**src/rtl/uart_tx_frame.sv**
```systemverilog
// uart_tx_frame: parametrised UART transmitter.
// Accepts one word per valid/ready handshake (only while idle) and shifts it
// out LSB-first as start bit, DATA_W data bits, optional parity bit and
// STOP_BITS stop bits, each bit lasting CLKS_PER_BIT clock cycles.
// All outputs are registered; txd idles high.
module uart_tx_frame #(
  parameter int DATA_W       = 8,
  parameter int CLKS_PER_BIT = 16,
  parameter int PARITY       = 0,
  parameter int STOP_BITS    = 1
) (
  input  logic              clk,
  input  logic              rst,
  input  logic [DATA_W-1:0] tx_data,
  input  logic              tx_valid,
  output logic              tx_ready,
  output logic              txd,
  output logic              busy
);

  // Counter widths; the baud counter never drops below one bit even for
  // the smallest legal bit period.
  localparam int BAUD_W = (CLKS_PER_BIT > 2) ? $clog2(CLKS_PER_BIT) : 1;
  localparam int BIT_W  = $clog2(DATA_W + 1);

  localparam logic [BAUD_W-1:0] BAUD_LAST = BAUD_W'(CLKS_PER_BIT - 1);
  localparam logic [BAUD_W-1:0] BAUD_ONE  = BAUD_W'(32'd1);
  localparam logic [BIT_W-1:0]  DATA_LAST = BIT_W'(DATA_W - 1);
  localparam logic [BIT_W-1:0]  STOP_LAST = BIT_W'(STOP_BITS - 1);
  localparam logic [BIT_W-1:0]  BIT_ONE   = BIT_W'(32'd1);

  // Reject configurations the frame format cannot represent.
  if ((DATA_W < 5) || (DATA_W > 9)) begin : g_bad_data_w
    $error("uart_tx_frame: DATA_W must be in 5..9");
  end
  if (CLKS_PER_BIT < 2) begin : g_bad_clks
    $error("uart_tx_frame: CLKS_PER_BIT must be >= 2");
  end
  if ((PARITY < 0) || (PARITY > 2)) begin : g_bad_parity
    $error("uart_tx_frame: PARITY must be 0, 1 or 2");
  end
  if ((STOP_BITS != 1) && (STOP_BITS != 2)) begin : g_bad_stop
    $error("uart_tx_frame: STOP_BITS must be 1 or 2");
  end

  typedef enum logic [2:0] {
    ST_IDLE   = 3'd0,
    ST_START  = 3'd1,
    ST_DATA   = 3'd2,
    ST_PARITY = 3'd3,
    ST_STOP   = 3'd4
  } state_t;

  // Parity bit for a word: even parity makes the total count of ones even,
  // odd parity makes it odd. Computed once at accept time.
  function automatic logic calc_parity(input logic [DATA_W-1:0] data);
    logic result;
    if (PARITY == 2) begin
      result = ~^data;
    end else begin
      result = ^data;
    end
    return result;
  endfunction

  state_t              state_r, state_s;
  logic [BAUD_W-1:0]   baud_r, baud_s;
  logic [BIT_W-1:0]    bit_r, bit_s;
  logic [DATA_W-1:0]   shift_r, shift_s;
  logic                par_r, par_s;
  logic                txd_r, txd_s;
  logic                tx_ready_r;
  logic                busy_r;
  logic                bit_end_s;

  assign bit_end_s = (baud_r == BAUD_LAST);
  assign tx_ready  = tx_ready_r;
  assign txd       = txd_r;
  assign busy      = busy_r;

  // Next-state logic: sequences the frame fields and the baud/bit counters.
  always_comb begin
    state_s = state_r;
    baud_s  = baud_r;
    bit_s   = bit_r;
    shift_s = shift_r;
    par_s   = par_r;
    case (state_r)
      ST_IDLE: begin
        baud_s = {BAUD_W{1'b0}};
        bit_s  = {BIT_W{1'b0}};
        if (tx_valid && tx_ready_r) begin
          state_s = ST_START;
          shift_s = tx_data;
          par_s   = calc_parity(tx_data);
        end else begin
          state_s = ST_IDLE;
        end
      end
      ST_START: begin
        if (bit_end_s) begin
          baud_s  = {BAUD_W{1'b0}};
          bit_s   = {BIT_W{1'b0}};
          state_s = ST_DATA;
        end else begin
          baud_s = baud_r + BAUD_ONE;
        end
      end
      ST_DATA: begin
        if (bit_end_s) begin
          baud_s  = {BAUD_W{1'b0}};
          shift_s = shift_r >> 1;
          if (bit_r == DATA_LAST) begin
            bit_s   = {BIT_W{1'b0}};
            state_s = (PARITY != 0) ? ST_PARITY : ST_STOP;
          end else begin
            bit_s = bit_r + BIT_ONE;
          end
        end else begin
          baud_s = baud_r + BAUD_ONE;
        end
      end
      ST_PARITY: begin
        if (bit_end_s) begin
          baud_s  = {BAUD_W{1'b0}};
          bit_s   = {BIT_W{1'b0}};
          state_s = ST_STOP;
        end else begin
          baud_s = baud_r + BAUD_ONE;
        end
      end
      ST_STOP: begin
        if (bit_end_s) begin
          baud_s = {BAUD_W{1'b0}};
          if (bit_r == STOP_LAST) begin
            bit_s   = {BIT_W{1'b0}};
            state_s = ST_IDLE;
          end else begin
            bit_s = bit_r + BIT_ONE;
          end
        end else begin
          baud_s = baud_r + BAUD_ONE;
        end
      end
      default: begin
        state_s = ST_IDLE;
        baud_s  = {BAUD_W{1'b0}};
        bit_s   = {BIT_W{1'b0}};
      end
    endcase
  end

  // Line level for the coming cycle, decoded from the next state so txd can
  // be registered without adding a cycle of latency.
  always_comb begin
    txd_s = 1'b1;
    case (state_s)
      ST_IDLE:   txd_s = 1'b1;
      ST_START:  txd_s = 1'b0;
      ST_DATA:   txd_s = shift_s[0];
      ST_PARITY: txd_s = par_s;
      ST_STOP:   txd_s = 1'b1;
      default:   txd_s = 1'b1;
    endcase
  end

  // State, counters, data and registered outputs; reset aborts any frame.
  always_ff @(posedge clk or negedge rst) begin
    if (!rst) begin
      state_r    <= ST_IDLE;
      baud_r     <= {BAUD_W{1'b0}};
      bit_r      <= {BIT_W{1'b0}};
      shift_r    <= {DATA_W{1'b0}};
      par_r      <= 1'b0;
      txd_r      <= 1'b1;
      tx_ready_r <= 1'b1;
      busy_r     <= 1'b0;
    end else begin
      state_r    <= state_s;
      baud_r     <= baud_s;
      bit_r      <= bit_s;
      shift_r    <= shift_s;
      par_r      <= par_s;
      txd_r      <= txd_s;
      tx_ready_r <= (state_s == ST_IDLE);
      busy_r     <= (state_s != ST_IDLE);
    end
  end

endmodule

```
**config.mk**
```make
export PLATFORM = sky130hd
export DESIGN_NAME = uart_tx_frame
export DESIGN_NICKNAME = d
export VERILOG_FILES = /design/src/rtl/uart_tx_frame.sv
export SDC_FILE = /design/constraint.sdc
export NUM_CORES = 1
export LEC_CHECK = 0
export CORE_MARGIN = 1
export CORE_UTILIZATION = 45
export DETAILED_ROUTE_END_ITERATION = 7
export PLACE_DENSITY = 0.67
export SLEW_MARGIN = 10
export SYNTH_ARGS = -nofsm -noshare
export SYNTH_HDL_FRONTEND = slang
export SYNTH_SLANG_ARGS = --single-unit
```
**constraint.sdc**
```tcl
create_clock -name clk -period 2.2 [get_ports clk]
set_input_delay 0.44 -clock clk [delete_from_list [all_inputs] [get_ports clk]]
set_output_delay 0.44 -clock clk [all_outputs]
set_load 0.005 [all_outputs]
```
; ---- Word-level counts from Yosys, hierarchy flattened
; Index checks and enable logic that the tools add are counted.
[word_totals]
regBits = 23
input_bits = 11
out_inout_bits = 3
[classes]
add_sub_neg = 2
eq_ne = 13
muxes = 22
reduce_logical = 11
[op_table]
columns = op, n
row1 = 4-bit two-way mux, 7
row2 = 3-bit two-way mux, 6
row3 = 8-bit two-way mux, 2
row4 = 8-bit case mux with 2 select lines, 1
row5 = 3-bit case mux with 5 select lines, 1
row6 = "3-bit by 2-bit == test with 1-bit output, second input constant", 4
row7 = 4-bit case mux with 3 select lines, 1
row8 = "4-bit by 1-bit adder with 4-bit output, second input constant", 2
row9 = 8-bit XOR reduction, 1
row10 = "3-bit by 1-bit == test with 1-bit output, second input constant", 2
row11 = 3-bit zero test, 2
row12 = "2-bit inequality test, second input constant", 3
row13 = 3-bit AND reduction, 2
row14 = "4-bit by 3-bit == test with 1-bit output, second input constant", 1
row15 = "4-bit == test, second input constant", 1
row16 = 4-bit zero test, 1
row17 = 4-bit OR reduction, 1
row18 = "3-bit == test, second input constant", 1
row19 = 1-bit two-way mux, 3
row20 = 1-bit case mux with 3 select lines, 1
row21 = 3-bit nonzero test, 1
row22 = "2-bit by 1-bit inequality test with 1-bit output, second input constant", 1
row23 = 2-bit nonzero test, 1
row24 = 2-bit OR reduction, 1
row25 = 1-bit logical AND, 1

; ---- Longest topological paths before layout
[depth]
ltp_word = 6
depth_mapped = 8
mapped_depth_nobuf = 7

; ---- Least setup slack after synthesis
; Ideal clock, no wire load.
[synth_timing]
path_kind = reg2reg
startpoint = register bit_r[0]
endpoint = register busy_r, in the netlist busy
setup_time_ps = 131
arrival_time_ps = 1514
path_slack_ps = 555
path_stages_with_launch = 7
period_less_slack_ps = 1645
path_cell_list = dfrtp_1 inv_1 ha_1 or3b_1 o211ai_2 o21ai_2 or3_1
[synth_between]
elab_chain_len = 5
[synth_lines]
columns = item, line
row1 = from (decl), 68  ; logic [BIT_W-1:0] bit_r, bit_s;
row2 = from (signal assigned), 172  ; bit_r <= {BIT_W{1'b0}};
row3 = from (signal assigned), 181  ; bit_r <= bit_s;
row4 = 4-bit by 3-bit == test with 1-bit output / 4-bit zero test (equally long branches), "113, 135"
row5 = 3-bit two-way mux (on tied branches), "113, 135"
row6 = 3-bit two-way mux (on tied branches), "110, 133"
row7 = 3-bit case mux with 5 select lines *, 88  ; case (state_r)
row8 = via state_s[2], 66  ; state_t state_r, state_s;
row9 = 3-bit nonzero test *, 186  ; busy_r <= (state_s != ST_IDLE);
row10 = to (signal assigned), 186
row11 = to (decl), 73  ; logic busy_r;
; The timed path passes the listed nets; every way through them passes the cells marked *.
; A chain may end at the register's enable or synchronous reset.

; ---- Final worst setup path
[layout_timing]
startpoint = register tx_ready_r, in the netlist tx_ready
endpoint = output tx_ready
[layout_rtl]
columns = item, line
row1 = from (decl), 72  ; logic tx_ready_r;
row2 = from (signal assigned), 185  ; tx_ready_r <= (state_s == ST_IDLE);
row3 = to (decl), 16  ; output logic tx_ready,
; No word-level cell between the ends.

==> metrics <==
status=completed; commonest cells in the netlist=sky130_fd_sc_hd__dfrtp_1, sky130_fd_sc_hd__nand2_1, sky130_fd_sc_hd__xnor2_1; post-synthesis instance area=between 1000 and 1500 um2; Total Routed Length=1.95 mm; leakage power=0.000596 uW; deepest clock path buffer count=2; Die W=53.1 um; Clock H-tree levels=1; count of buffers inserted at the top-level ports=13; Slew Limit Fails=0; Max-cap violations=0; critical path's slowest cell=sky130_fd_sc_hd__dfstp_2; Net count, final=around 140; Die Outline Area=roughly 2800 um2; hold-fix buffers at CTS=0; number of setup violations in the final report=0; type of the worst min-delay path=in2async; RSZ-0062 raised after global routing=no; share of the yosys chip area belonging to registers=0.491; largest cells by area after synthesis=sky130_fd_sc_hd__dfrtp_1, sky130_fd_sc_hd__xnor2_1, sky130_fd_sc_hd__dfstp_2; die boundary height=53.1 um; Hold Worst Slack=465 ps; highest net fanout along the worst path=2; number of antenna violations at the first check in global routing=0; count of nets left with antenna violations after detail routing=0; area of the core=2480 um2; wire per inst=between 10 and 15 um; Skew-Pair Late Insertion Delay=300 ps; syn_area_per_cell=10.5 um2; Initial DRT Pass Iterations=4; f_max=around 560 MHz; final total power=1280 uW; effective utilization at floorplan=0.475; hpwl dp=~1.5 mm; distinct cell type count of the synthesized netlist=37; family of cells with the greatest summed delay on the critical path=flip-flops; worst rel slew slack=0.745; clock sink total=23; data arrival time of the critical path=~1300 ps; DRC violation count after routing=0; cells after synthesis=112; Antenna diodes=0; yosys synthesis warning count=0; Post-synth ARST share=1.00; Worst IR Drop VDD=0.000627 V; transition time of the tightest slew-check pin=approximately 380 ps; Remaining Overflow, GRT=0; portion of the clock cycle consumed by the worst path in the final layout=0.811; via count of the first global-routing pass=763; proportion of netlist area held by the largest area contributor=0.447; Post-Route Skew=2.15 ps; clock tree from TritonCTS=yes; maximum number of pins on one net before global-route repair=24; Post-synth EDFFs=0; number of buffers inserted during clock tree synthesis=3; Setup Fix Bufs, Post-CTS=0; CTS Root Buffer Type=sky130_fd_sc_hd__clkbuf_4; layout overhead on the synthesized area=14.4%; overall global routing resource usage=0.158; clk slew on worst S/H paths=130 ps; startpoint type of the worst setup path=flip-flop; via count=about 860; Req. time, crit path=1760 ps; Power Density=952 nW/um2; most common cell in the synthesized netlist=sky130_fd_sc_hd__dfrtp_1; element type at the critical path end=primary output; cell chain of the critical path=clkdlybuf4s50_1; std cell rows=18; placer's final routability congestion estimate=0.785; detail-routed via count per cell=5.46; number of gates resized after cts=0; register bit total from synthesis=23; wire length of the first global-routing pass=3.19 mm; count of routing violations after the opening detailed-route iteration=8; minimum clock period=1780 ps; number of hold violations in the final report=0; final sum of negative setup slack=0 ps; longest individual stage delay on the worst path=550 ps; Net Count, Synth=about 130; WP buf/inv=1; cell accounting for the most synthesized area=sky130_fd_sc_hd__dfrtp_1; most used flip-flop cell after synthesis=sky130_fd_sc_hd__dfrtp_1; classification of the worst setup path=reg2out; Top Ports=14; ratio of cells with drive above 1 in the final layout=0.134
## layout make-up
type                       instances  area [um2]
fill                             227        1130
sequential                        23         578
multi-input combinational         79         538
timing repair buffer              14         138
tap                               30        37.5
inverter                           7        26.3
clock buffer                       3        22.5
clock inverter                     1        5.00
## state kept, by name, summed over array words and instances, names as in the netlist
| name | cells |
|---|---|
| tx_ready | 1 |
| baud_r | 4 |
| state_r | 3 |
| par_r | 1 |
| bit_r | 4 |
| busy | 1 |
| shift_r | 8 |
| txd | 1 |
## through the flow
stage          instances  worst slack, ps  cell area [um2]   util
6_report             157              417             1350  0.543
3_3_place_gp         153              457             1320  0.532
2_1_floorplan        112              555             1180      -
3_5_place_dp         153              448             1320  0.532
4_1_cts              157              403             1350  0.543
5_1_grt              157              361             1350  0.543
## cells by family after synthesis
| family | count (synthesis) | synth area share |
|---|---|---|
| adders and majority gates | 3 | 0.0319 |
| and+or+nand+nor | 43 | 0.200 |
| AOI/OAI and AO/OA | 24 | 0.159 |
| DFF | 23 | 0.491 |
| xor gates and xnor gates | 9 | 0.0670 |
| buffers and inverters | 10 | 0.0511 |
## per-layer routing
| metal | up-vias | share of wire | GRT usage |
|---|---|---|---|
| met4 | 0 | 0.0077 | 0.0526 |
| met3 | 2 | 0.038 | 0.0259 |
| li1 | 429 | - | - |
| met5 | - | 0 | 0 |
| met1 | 410 | 0.47 | 0.195 |
| met2 | 17 | 0.49 | 0.276 |
## power breakdown
group          total, uW  switching [uW]  leakage, uW  internal, uW
clock network        194             126    0.0000177          67.7
registers            674            96.6     0.000284           578
logic                412             204     0.000294           208
total               1280             427     0.000596           853
## cell usage in the layout, fill, tap and decap left out, types with 3 or more instances in the layout
cell type,count
sky130_fd_sc_hd__ha_1,3
sky130_fd_sc_hd__nor2_1,6
sky130_fd_sc_hd__a22oi_1,5
sky130_fd_sc_hd__nor3_1,4
sky130_fd_sc_hd__inv_1,5
sky130_fd_sc_hd__clkbuf_4,3
sky130_fd_sc_hd__dfrtp_1,21
sky130_fd_sc_hd__xnor2_1,7
sky130_fd_sc_hd__nand3_1,4
sky130_fd_sc_hd__nand3b_1,4
sky130_fd_sc_hd__and3_1,3
sky130_fd_sc_hd__nand2_1,14
sky130_fd_sc_hd__o21ai_0,3
sky130_fd_sc_hd__clkdlybuf4s50_1,13
## worst paths after layout
path                           start        end  slack [ps]  depth (start not counted)
setup / recovery            tx_ready   tx_ready         420                          1
hold / removal                   rst  baud_r[3]         470                          2
setup reg to reg            bit_r[0]       busy         480                          6
hold reg to reg            baud_r[0]  baud_r[0]         470                          1
max in group asynchronous        rst        txd        1460                          2
min in group clk           baud_r[0]  baud_r[0]         470                          1
Power figures use the tool's default switching activity.
